File: config.mk
export PLATFORM = sky130hd
export DESIGN_NAME = rf_wb_sched
export DESIGN_NICKNAME = d
export VERILOG_FILES = /design/src/rtl/rf_pkg.sv /design/src/rtl/rf_scoreboard.sv /design/src/rtl/rf_wb_sched.sv
export SDC_FILE = /design/constraint.sdc
export NUM_CORES = 1
export LEC_CHECK = 0
export BUFFER_PORTS_ARGS = -buffer_cell sky130_fd_sc_hd__buf_4
export CORE_MARGIN = 2
export CORE_UTILIZATION = 25
export CTS_CLUSTER_SIZE = 25
export DETAILED_ROUTE_END_ITERATION = 6
export PLACE_DENSITY_LB_ADDON = 0.05
export SLEW_MARGIN = 40
export SYNTH_ARGS = -nofsm -noshare
export SYNTH_HDL_FRONTEND = slang
export SYNTH_SLANG_ARGS = --single-unit
File: constraint.sdc
create_clock -name clk -period 3.5 [get_ports clk]
set_input_delay 0.7 -clock clk [delete_from_list [all_inputs] [get_ports clk]]
set_output_delay 0.7 -clock clk [all_outputs]
set_load 0.03 [all_outputs]
File: src/rtl/rf_pkg.sv
// Shared definitions for the writeback scheduler: register-file geometry,
// default widths/limits and the writeback requester encoding.
package rf_pkg;

   localparam int REG_AW           = 5;
   localparam int NUM_REGS         = 32;
   localparam int XLEN_DEF         = 32;
   localparam int STARVE_LIMIT_DEF = 3;

   typedef enum logic [1:0] {
      REQ_NONE,
      REQ_ALU,
      REQ_LSU
   } req_e;

endpackage

File: src/rtl/rf_scoreboard.sv
// Register busy scoreboard. A register is marked busy when an instruction that
// writes it issues, and is released when its writeback lands on the register
// file. A writeback happening in the current cycle already counts as resolved,
// because the register file writes on the falling edge before operands are read.
module rf_scoreboard
   import rf_pkg::*;
(
   input  logic              clk,
   input  logic              rst,
   input  logic              set_en,
   input  logic [REG_AW-1:0] set_idx,
   input  logic              clr_en,
   input  logic [REG_AW-1:0] clr_idx,
   input  logic [REG_AW-1:0] rs1,
   input  logic [REG_AW-1:0] rs2,
   input  logic [REG_AW-1:0] rd,
   output logic              hit_any
);

   logic [NUM_REGS-1:0] busy_q;
   logic [NUM_REGS-1:0] busy_d;
   logic                hit_rs1;
   logic                hit_rs2;
   logic                hit_rd;

   // Next busy vector: clear the retiring register, then set the newly issued one so a same-index set wins; x0 is never busy.
   always_comb begin
      busy_d = busy_q;
      if (clr_en) begin
         busy_d[clr_idx] = 1'b0;
      end
      if (set_en) begin
         busy_d[set_idx] = 1'b1;
      end
      busy_d[0] = 1'b0;
   end

   // Busy vector register, emptied by reset.
   always_ff @(posedge clk or posedge rst) begin
      if (rst) begin
         busy_q <= '0;
      end else begin
         busy_q <= busy_d;
      end
   end

   // A register hits when busy and not being written back in this same cycle.
   always_comb begin
      hit_rs1 = busy_q[rs1] && !(clr_en && (clr_idx == rs1));
      hit_rs2 = busy_q[rs2] && !(clr_en && (clr_idx == rs2));
      hit_rd  = busy_q[rd]  && !(clr_en && (clr_idx == rd));
      hit_any = hit_rs1 || hit_rs2 || hit_rd;
   end

endmodule

File: src/rtl/rf_wb_sched.sv
// Writeback scheduler: arbitrates ALU and load-unit writebacks onto the single
// register-file write port (LSU preferred, ALU promoted after repeated losses),
// registers the winning write for one cycle, and stalls issue on RAW/WAW hazards
// tracked by the scoreboard.
module rf_wb_sched
   import rf_pkg::*;
#(
   parameter int XLEN         = XLEN_DEF,
   parameter int STARVE_LIMIT = STARVE_LIMIT_DEF
) (
   input  logic              clk,
   input  logic              rst,
   input  logic              iss_valid,
   input  logic [REG_AW-1:0] iss_rs1,
   input  logic [REG_AW-1:0] iss_rs2,
   input  logic [REG_AW-1:0] iss_rd,
   output logic              iss_stall,
   input  logic              alu_valid,
   input  logic [REG_AW-1:0] alu_rd,
   input  logic [XLEN-1:0]   alu_data,
   output logic              alu_ready,
   input  logic              lsu_valid,
   input  logic [REG_AW-1:0] lsu_rd,
   input  logic [XLEN-1:0]   lsu_data,
   output logic              lsu_ready,
   output logic              rf_we,
   output logic [REG_AW-1:0] rf_wa,
   output logic [XLEN-1:0]   rf_wd
);

   req_e              grant;
   logic              alu_first;
   logic [1:0]        starve_q;
   logic [1:0]        starve_d;
   logic              rf_we_q;
   logic              rf_we_d;
   logic [REG_AW-1:0] rf_wa_q;
   logic [REG_AW-1:0] rf_wa_d;
   logic [XLEN-1:0]   rf_wd_q;
   logic [XLEN-1:0]   rf_wd_d;
   logic              hit_any;
   logic              iss_accept;
   logic              sb_set_en;

   // Pick the writeback winner: LSU by default, ALU once it has lost STARVE_LIMIT times in a row; nobody while in reset.
   always_comb begin
      grant     = REQ_NONE;
      alu_first = alu_valid && (int'(starve_q) == STARVE_LIMIT);
      if (!rst) begin
         if (lsu_valid && !alu_first) begin
            grant = REQ_LSU;
         end else if (alu_valid) begin
            grant = REQ_ALU;
         end
      end
      alu_ready = (grant == REQ_ALU);
      lsu_ready = (grant == REQ_LSU);
   end

   // Count consecutive cycles the ALU waited without a grant, saturating at the counter's top value.
   always_comb begin
      starve_d = 2'd0;
      if (alu_valid && (grant != REQ_ALU)) begin
         starve_d = (starve_q == 2'd3) ? starve_q : starve_q + 2'd1;
      end
   end

   // Capture the granted request for the write port; writes to x0 are consumed without a write strobe.
   always_comb begin
      rf_we_d = 1'b0;
      rf_wa_d = rf_wa_q;
      rf_wd_d = rf_wd_q;
      case (grant)
         REQ_ALU: begin
            rf_we_d = (alu_rd != '0);
            rf_wa_d = alu_rd;
            rf_wd_d = alu_data;
         end
         REQ_LSU: begin
            rf_we_d = (lsu_rd != '0);
            rf_wa_d = lsu_rd;
            rf_wd_d = lsu_data;
         end
         default: begin
            rf_we_d = 1'b0;
         end
      endcase
   end

   // Arbitration state and the registered write port.
   always_ff @(posedge clk or posedge rst) begin
      if (rst) begin
         starve_q <= 2'd0;
         rf_we_q  <= 1'b0;
         rf_wa_q  <= '0;
         rf_wd_q  <= '0;
      end else begin
         starve_q <= starve_d;
         rf_we_q  <= rf_we_d;
         rf_wa_q  <= rf_wa_d;
         rf_wd_q  <= rf_wd_d;
      end
   end

   // Issue handshake: stall on any hazard hit, accept otherwise, and mark the destination busy.
   always_comb begin
      iss_stall  = iss_valid && hit_any && !rst;
      iss_accept = iss_valid && !hit_any && !rst;
      sb_set_en  = iss_accept && (iss_rd != '0);
   end

   rf_scoreboard u_scoreboard (
      .clk     (clk),
      .rst     (rst),
      .set_en  (sb_set_en),
      .set_idx (iss_rd),
      .clr_en  (rf_we_q),
      .clr_idx (rf_wa_q),
      .rs1     (iss_rs1),
      .rs2     (iss_rs2),
      .rd      (iss_rd),
      .hit_any (hit_any)
   );

   assign rf_we = rf_we_q;
   assign rf_wa = rf_wa_q;
   assign rf_wd = rf_wd_q;

endmodule

Word level (Yosys, flattened, before mapping)
Cells that the tools add are included.
{ "classes": {"add_sub_neg": 1, "n_lt_le_gt_ge": 6, "eq_ne": 9, "muxes": 20, "n_bitwise": 3, "n_reduce_logical": 28} }
{ "ops": {"columns": ["op", "count"], "rows": [
  ["$mux W32", 2],
  ["$pmux W32 S2", 1],
  ["$and A32 B32 Y32", 1],
  ["$not A32 Y32", 1],
  ["$or A32 B32 Y32", 1],
  ["$lt A5 B6 Y1 const B", 4],
  ["$logic_and A1 B1 Y1", 16],
  ["$bmux W1 S5", 3],
  ["$eq A5 B5 Y1", 3],
  ["$reduce_bool A5 Y1", 3],
  ["$demux W1 S5", 2],
  ["$ge A5 B1 Y1 const B", 2],
  ["$pmux W5 S2", 1],
  ["$mux W2", 4],
  ["$logic_not A1 Y1", 6],
  ["$mux W1", 6],
  ["$eq A2 B1 Y1 const B", 2],
  ["$eq A2 B2 Y1 const B", 2],
  ["$add A2 B1 Y2 const B", 1],
  ["$logic_or A1 B1 Y1", 2],
  ["$ne A2 B1 Y1 const B", 1],
  ["$ne A2 B2 Y1 const B", 1],
  ["$pmux W1 S2", 1],
  ["$reduce_bool A2 Y1", 1]
]} }
{ "totals": {"reg_bits": 71, "wordCells": 72} }

Longest topological paths before layout
Gate-level depths: netlist (run 1).
{ "logic_depth": {"word_depth": 11, "ltp_mapped": 9, "mapped_depth_nobuf": 7} }

Modules after synthesis
Synthesis (run 1) repeated with hierarchy kept, for this count alone.
{ "unflattened": {"hier_cells": 420, "hier_area_um2": 4239.1} }
{ "by_module_without_submodules": {"columns": ["module", "n_inst", "cells_per_inst", "area_each_um2", "seq_area_each_um2"], "rows": [
  ["rf_scoreboard", 1, 233, 2313.5, 775.7],
  ["rf_wb_sched", 1, 187, 1925.6, 1001.0]
]} }

Worst setup path before layout (run 1)
No wires, ideal clock.
{ "synth_timing": {"path_kind": "input port to flip-flop", "start": "input rst", "end": "register rf_wa_q[4], in the netlist rf_wa[4]", "setup_time_ns": 0.136, "arrival_time_ns": 4.134, "required_time_ns": 3.364, "path_slack_ns": -0.770, "stages": 8, "cell_sequence": "inv_1 nand3_1 inv_1 ha_1 clkbuf_1 buf_1 mux2i_1 o21ai_0"} }
{ "synth_via": {"elab_chain_len": 3, "elab_cells_between_ends": 5} }
{ "synth_rtl": {"columns": ["element", "line", "text"], "rows": [
  ["from (decl)", "rf_wb_sched.sv:12", "input logic rst,"],
  ["$mux W2 *", "rf_wb_sched.sv:49", "if (!rst) begin"],
  ["$eq A2 B2 Y1 *", null, null],
  ["net lsu_ready", "rf_wb_sched.sv:25", "output logic lsu_ready,"],
  ["$pmux W5 S2 or $reduce_bool A2 Y1 (tied branches)", null, null],
  ["to (signal assigned)", "rf_wb_sched.sv:100", "rf_wa_q <= rf_wa_d;"],
  ["to (decl)", "rf_wb_sched.sv:37", "logic [REG_AW-1:0] rf_wa_q;"]
]} }
Mark *: on every way through the listed nets, which the timed path passes. The rest lies on a longest branch.
A chain may end at the register's enable or synchronous reset.

Worst setup path in the final report (run 1)
{ "layout_timing": {"start": "input iss_rs1[1]", "end": "output iss_stall"} }
{ "layout_via": {"elab_chain_len": 8, "elab_cells_between_ends": 10} }
{ "layout_rtl": {"columns": ["element", "line", "text"], "rows": [
  ["from (decl)", "rf_wb_sched.sv:14", "input logic [REG_AW-1:0] iss_rs1,"],
  ["branches (longest 3 deep; another with $bmux W1 S5)", null, null],
  ["$logic_and A1 B1 Y1 *", "rf_scoreboard.sv:49", "hit_rs1 = busy_q[rs1] && !(clr_en && (clr_idx == rs1));"],
  ["$logic_or A1 B1 Y1 * (2 in a row)", "rf_scoreboard.sv:52", "hit_any = hit_rs1 || hit_rs2 || hit_rd;"],
  ["$logic_and A1 B1 Y1 * (2 in a row)", "rf_wb_sched.sv:107", "iss_stall = iss_valid && hit_any && !rst;"],
  ["to (decl)", "rf_wb_sched.sv:17", "output logic iss_stall,"]
]} }
Every way passes the cells marked *. The select of a mux whose other input is x is not followed.

==> results.md, run 1 <==
- Clock Pin Slew Worst Setup and Hold Paths: 0.06 ns
- Worst Hold Class: register to register
- First-pass GRT wire length: 24700 um
- CTS Sinks: 71
- Critical Path AT: 2.50 ns
- Syn Inst Count: 463
- RSZ-0062 raised after global routing: no
- Worst Setup End Kind: primary output
- Max Clock Freq: 0.313 GHz
- Cts bufs inserted: 9
- Max incr delay on CP: 0.36 ns
- Latest clock arrival within the worst-skew pair: roughly 0.35 ns
- Full die area: ~20000 um2
- Final Cycle Share: 0.914
- CP required: ~2.8 ns
- CP bufs+invs: 2
- DRT Pass-1 Iters: 5
- Floorplan row count: 50
- Hold path depth: 2
- Met2 WL: 7670 um
- Syn Nets: 560
- Max-slew headroom: 0.603
- Worst reg2reg endpoint: u_scoreboard.busy_q[1]$_DFF_PP0_
- Final WL: 16100 um
- Setup Skew: around 0.006 ns
- Synth-to-Final Area Change: 31.7%
- Slowest cell on the critical path: a311o_1
- # fillers: between 1.5k and 2k
- Distinct cells, synth: between 50 and 60
- Synthesized area per cell: 10.2 um2
- Root Buffer: clkbuf_16
- Clock Path Buffers: 2
- Top sig layer: met4
- Worst Tran Pin Value: 0.594 ns
- Total GRT Usage: 0.163
- Cell family contributing the most delay on the critical path: compound AO/OA/AOI/OAI gates
- Post-synth EDFFs: 0
- Largest net degree at the start of global routing: 57
- Power Density: 547 nW/um2
- Initial Util: 0.254
- Core area: 18600 um2
- Setup Fix Bufs, Post-CTS: 0
- Cts repair resizes: 0
- Post-Syn Area: about 4700 um2
- Diodes inserted: 0
- H-tree level count: 3
- DR vias/cell: between 5 and 6
- Most frequent cells in the layout: buf_4 (141), o21ai_0 (72), dfrtp_1 (71)
- Post-route insts no fill: 821
- DR DRC count: 0
- Final setup fails: 0
- Main synth FF type: dfrtp_1
- TritonCTS clock tree: yes
- Yosys reg bits: 71
- Port Buf Inserts: 134
- Worst-case reg-to-reg path depth: 7
- CP max FO: 12
- Post-CTS Hold Buffers: 0
- Ys async rst share: 1.00
- Setup TNS: 0 ns
- Antenna-violating nets left: 0
- Register area: ~1800 um2
- Multi-input logic area: 2740 um2
- Die H: 142 um
- Status: finished clean
- Setup CP Type: primary input to primary output
- Num ports: 135
- Routability congestion estimate: 0.826
- Final slew viol count: 0
- DRC marker count from the first detailed-route iteration: 279
- Cell mode on critical path: buf_4
- Tmin final: about 3.2 ns
- Initial antenna violation count: 0
- Grt ovf: 0
- Post-placement cell count: between 800 and 900
- Commonest non-fill, non-tap cell in the layout: buf_4
- Fin. Hold Viols: 0
- R2r setup slk: 1.18 ns
- Layout Utilization: 0.335
- Die X: ~140 um
- Placed wire-length estimate: 11600 um
- Layout cells sized above 1: 0.411
- Register area share after synthesis: 0.375
- Worst-path cell chain: buf_4, mux2_1, a221o_1, a311o_1, o2111ai_2, nand3_4, o21a_1, buf_4
- Vias in the first global route: 4208
- Synth warn: 0
- Vias: 4112
- Worst Hold End: rf_wd[13]$_DFFE_PP0P_
- FF-to-FF Start: rf_wa[4]$_DFFE_PP0P_
- Startpoint Class: primary input
- Routed wire length per instance: 19.7 um
- Max Cap Viol: 0
- VDD IR max: 0.258 mV
- Leak pwr: ~2.5 nW
- Wire length on met1: roughly 7400 um
- Met3 wire length: 802 um
- Final Net Count: 679
- Worst min-delay path startpoint: rf_wd[13]$_DFFE_PP0P_
-- cells in the mapped netlist (4+ instances only) --
master	count	area (um2)
mux2i_1	55	551
dfrtp_1	71	1780
nand3_1	10	50.1
nor2b_1	6	37.5
nor2_1	6	22.5
o31ai_2	28	350
mux4_2	10	225
xor2_1	13	114
buf_4	4	30.0
o21ai_0	72	360
buf_6	6	67.6
clkbuf_1	14	52.6
o22ai_1	5	31.3
nand2_1	46	173
buf_2	8	40.0
nand3b_1	12	90.1
or2_2	29	181
inv_1	6	22.5
mux2_2	4	45.0
-- cell type report --
class                           count  share of cell area
Clock buffer                       10              0.0383
Clock inverter                      6              0.0108
Tap cell                          234              0.0469
Sequential cell                    71               0.285
Timing Repair Buffer              143               0.176
Multi-Input combinational cell    351               0.439
Inverter                            6             0.00421
-- metrics by stage --
step                total power [W]  worst slack [ns]  instance area (um2)  hold slack, ns
finish                      0.00341             0.302                 6240           0.486
global route                0.00361             0.206                 6240           0.509
CTS                         0.00346             0.284                 6240           0.492
detailed placement          0.00247             0.297                 5930           0.475
global placement            0.00246             0.311                 5930           0.471
floorplan                   0.00199             0.102                 4740           0.493
-- state kept, by name, summed over array words and instances (netlist names) --
signal,cells
rf_wd,32
rf_we,1
starve_q,2
u_scoreboard.busy_q,31
rf_wa,5
-- cells by family (layout without fill, tap and decap cells) --
group | count (synthesis) | in the layout | share of synthesized area
compound gates | 128 | 128 | 0.202
xor+xnor | 16 | 16 | 0.0296
fa+ha+maj | 3 | 3 | 0.00793
buf+inv | 41 | 165 | 0.0473
flops | 71 | 71 | 0.375
mux | 72 | 72 | 0.184
simple gates | 132 | 132 | 0.155
-- tightest hold or removal path, delay by kind of cell (launching register included) --
kind               cells  cell delay (ns)
AOI/OAI and AO/OA      1             0.06
and+or+nand+nor        1             0.05
DFF                    1             0.34
-- worst max-delay path by stage --
stage          cells past startpoint  startpoint                    end
6_report                           8  iss_rs1[1]              iss_stall
2_1_floorplan                      7         rst  rf_wd[10]$_DFFE_PP0P_
3_3_place_gp                       8  iss_rs1[1]              iss_stall
4_1_cts                            8  iss_rs1[1]              iss_stall
3_5_place_dp                       8  iss_rs1[1]              iss_stall
5_1_grt                            8  iss_rs1[0]              iss_stall
-- where the power goes --
group	leakage (nW)	switching (W)	internal, W	total [W]
Combinational	1.55	0.000666	0.000528	0.00119
Sequential	0.789	0.000226	0.00102	0.00125
Clock	0.145	0.000391	0.000575	0.000966
-- layer usage --
layer,vias up,GRT usage
met5,-,0
met4,0,0.0574
met3,17,0.0324
met2,109,0.263
met1,2054,0.219
li1,1932,-
Power figures use the tool's default switching activity.
==> inputs of run 2 (changes only) <==
--- a/config.mk
+++ b/config.mk
@@ -5,6 +5,7 @@
 export SDC_FILE = /design/constraint.sdc
 export NUM_CORES = 1
 export LEC_CHECK = 0
+export ABC_AREA = 1
 export BUFFER_PORTS_ARGS = -buffer_cell sky130_fd_sc_hd__buf_4
 export CORE_MARGIN = 2
 export CORE_UTILIZATION = 25
==> constraint.sdc (replaced) <==
create_clock -name clk -period 3.1 [get_ports clk]
set_input_delay 0.62 -clock clk [delete_from_list [all_inputs] [get_ports clk]]
set_output_delay 0.62 -clock clk [all_outputs]
set_load 0.03 [all_outputs]
==> results.md, run 2 <==
- DR vias/cell: 4.87 (was 5.01)
- Full die area: 20400 um2 (was 20100 um2)
- Max-slew headroom: 0.562 (was 0.603)
- Post-synth EDFFs: 0 (unchanged)
- Latest clock arrival within the worst-skew pair: 0.35 ns (about the same)
- Setup Fix Bufs, Post-CTS: 0 (unchanged)
- Yosys reg bits: 71 (unchanged)
- Initial Util: 0.256 (was 0.254)
- Grt ovf: 0 (unchanged)
- Worst reg2reg endpoint: rf_wa[0]$_DFFE_PP0P_ (was u_scoreboard.busy_q[1]$_DFF_PP0_)
- Synth top area cells: dfrtp_1 (37%), nand2_1 (14%), a21oi_1 (8.2%) (was dfrtp_1 (38%), mux2i_1 (12%), o21ai_0 (7.6%))
- Setup CP Type: primary input to primary output (unchanged)
- Syn Inst Count: 712 (was 463)
- Routability congestion estimate: 0.849 (was 0.826)
- Num ports: 135 (unchanged)
- Vias: 5370 (was 4112)
- Largest register FFs: 32 (unchanged)
- Final WL: 19800 um (was 16100 um)
- Synth-to-Final Area Change: 32.6% (was 31.7%)
- RSZ-0062 raised after global routing: no (unchanged)
- Syn Nets: 809 (was 560)
- Placed wire-length estimate: 14800 um (was 11600 um)
- Port Buf Inserts: 134 (unchanged)
- Final setup fails: 0 (unchanged)
- FF-to-FF Start: starve_q[0]$_DFFE_PP0P_ (was rf_wa[4]$_DFFE_PP0P_)
- Total GRT Usage: 0.197 (was 0.163)
- Status: finished clean (unchanged)
- Vias in the first global route: 5302 (was 4208)
- Top cells by count, synth: nand2_1 (178), nor2_1 (82), a21oi_1 (79), nand3_1 (73), dfrtp_1 (71) (was o21ai_0 (72), dfrtp_1 (71), mux2i_1 (55), nand2_1 (46), or2_2 (29))
- Synth top area share: 0.369 (was 0.375)
- Most instantiated library cell after synthesis: nand2_1 (was o21ai_0)
- CTS Sinks: 71 (unchanged)
- Floorplan row count: 50 (unchanged)
- Post-placement cell count: 1088 (was 805)
- Total power: 0.00404 W (was 0.00341 W)
- Die X: 143 um (was 142 um)
- Worst Setup End Kind: primary output (unchanged)
- Initial antenna violation count: 0 (unchanged)
- Distinct cells, synth: 30 (was 54)
- CP max FO: 12 (unchanged)
- Antenna-violating nets left: 0 (unchanged)
- Setup Skew: 0.00829 ns (was 0.00591 ns)
- Root Buffer: clkbuf_16 (unchanged)
- CP required: 2.48 ns (was 2.80 ns)
- Max Clock Freq: 0.340 GHz
- Commonest non-fill, non-tap cell in the layout: nand2_1 (was buf_4)
- Cts repair resizes: 0 (unchanged)
- DR DRC count: 0 (unchanged)
- CP Capture Point: iss_stall (unchanged)
- Worst Hold Class: primary input to asynchronous set/reset pin (was register to register)
- VDD IR max: 0.261 mV (was 0.258 mV)
- Post-route insts no fill: 1103 (was 821)
- DRT Pass-1 Iters: 7 (was 5)
- Register area share after synthesis: 0.369 (was 0.375)
- Worst Tran Pin Value: 0.657 ns (was 0.594 ns)
- Startpoint Class: primary input (unchanged)
- TritonCTS clock tree: yes (unchanged)
- Layout cells sized above 1: 0.236 (was 0.411)
- Clock Pin Slew Worst Setup and Hold Paths: 0.06 ns (about the same)
- Routed wire length per instance: 17.9 um (was 19.7 um)
- DRC marker count from the first detailed-route iteration: 462 (was 279)
- Post-Syn Area: 4810 um2 (was 4740 um2)
- First-pass GRT wire length: 30500 um (was 24700 um)
- Critical Path AT: 2.32 ns (was 2.50 ns)
- Core area: 18800 um2 (was 18600 um2)
- Largest area contributor in the netlist: dfrtp_1 (unchanged)
- Tmin final: between 2 and 3 ns
- Post-CTS Hold Buffers: 0 (unchanged)
- Diodes inserted: 0 (unchanged)
- Max Cap Viol: 0 (unchanged)
- Synthesized area per cell: 6.76 um2 (was 10.2 um2)
- Ys async rst share: 1.00 (unchanged)
- Setup TNS: 0 ns (unchanged)
- Cts bufs inserted: 9 (unchanged)
- Synth warn: 0 (unchanged)
- Clock Path Buffers: 2 (unchanged)
- R2r setup slk: 0.75 ns (was 1.18 ns)
- Most frequent cells in the layout: nand2_1 (178), buf_4 (152), nor2_1 (82) (was buf_4 (141), o21ai_0 (72), dfrtp_1 (71))
- Main synth FF type: dfrtp_1 (unchanged)
- Final Net Count: 936 (was 679)
- Fin. Hold Viols: 0 (unchanged)
- Final Cycle Share: 0.949
- Worst-case reg-to-reg path depth: 11 (was 7)
- Die H: 143 um (was 142 um)
- CP Launch Point: iss_rd[1] (was iss_rs1[1])
- Power Density: 633 nW/um2 (was 547 nW/um2)
- Final slew viol count: 0 (unchanged)
- H-tree level count: 3 (unchanged)
- Largest net degree at the start of global routing: 42 (was 57)
- Leak pwr: 3.06 nW (was 2.48 nW)
## run 2: layout make-up
class | count | area [um2]
Clock buffer | 11 | 243
Tap cell | 260 | 325
Multi-Input combinational cell | 531 | 2530
Clock inverter | 4 | 70.1
Timing Repair Buffer | 153 | 1160
Sequential cell | 71 | 1780
Fill cell | 2069 | 12400
Inverter | 73 | 277
## run 2: cell families (layout without fill, tap and decap cells)
logic type | after synthesis | after routing | synth area share
adders and majority gates | 3 | 3 | 0.00780
AOI/OAI and AO/OA | 159 | 159 | 0.175
and+or+nand+nor | 368 | 368 | 0.341
DFF | 71 | 71 | 0.369
xor gates and xnor gates | 1 | 1 | 0.00182
buffers and inverters | 110 | 241 | 0.106
## run 2: how the worst min path moves through the flow
stage / slack (ns) / startpoint / depth (start not counted) / to
floorplan: 0.44 / starve_q[0]$_DFFE_PP0P_ / 1 / starve_q[0]$_DFFE_PP0P_
global placement: 0.46 / starve_q[0]$_DFFE_PP0P_ / 1 / starve_q[0]$_DFFE_PP0P_
detailed placement: 0.47 / starve_q[0]$_DFFE_PP0P_ / 1 / starve_q[0]$_DFFE_PP0P_
CTS: 0.48 / rst / 2 / rf_wd[11]$_DFFE_PP0P_
global route: 0.41 / rst / 2 / u_scoreboard.busy_q[24]$_DFF_PP0_
finish: 0.37 / rst / 2 / u_scoreboard.busy_q[9]$_DFF_PP0_
## run 2: layer usage
layer  track usage  vias to the layer above  routed length (um)
met3        0.0540                       21                1690
met2         0.309                      242                9050
met4        0.0552                        0                 265
li1              -                     2579                   -
met1         0.266                     2528                8760
met5             0                        -                   0
## run 2: where the power goes
part | leakage [nW] | total [W] | internal (W) | switching (W)
clock | 0.155 | 0.00114 | 0.000720 | 0.000418
combinational | 2.15 | 0.00154 | 0.000534 | 0.00100
sequential | 0.752 | 0.00137 | 0.00117 | 0.000194
total | 3.06 | 0.00404 | 0.00243 | 0.00161
## run 2: per-stage QoR
stage | hold WS [ns] | instance area, um2 | util | setup WS, ns
floorplan | 0.439 | 4810 | - | 0.683
global placement | 0.457 | 6070 | 0.322 | 0.115
detailed placement | 0.471 | 6070 | 0.322 | 0.143
CTS | 0.483 | 6380 | 0.339 | 0.130
global route | 0.406 | 6380 | 0.339 | 0.00538
finish | 0.370 | 6380 | 0.339 | 0.159
## run 2: critical path, cell delays in order
cell	delay (ns)
buf_4	0.18
inv_2	0.21
nor2_1	0.10
nand2_1	0.07
nand3_1	0.08
nand2_1	0.11
nand2_1	0.06
nor2_1	0.11
nand2_1	0.06
nand2_1	0.07
nand2_2	0.09
o21ai_0	0.28
inv_1	0.08
buf_4	0.17
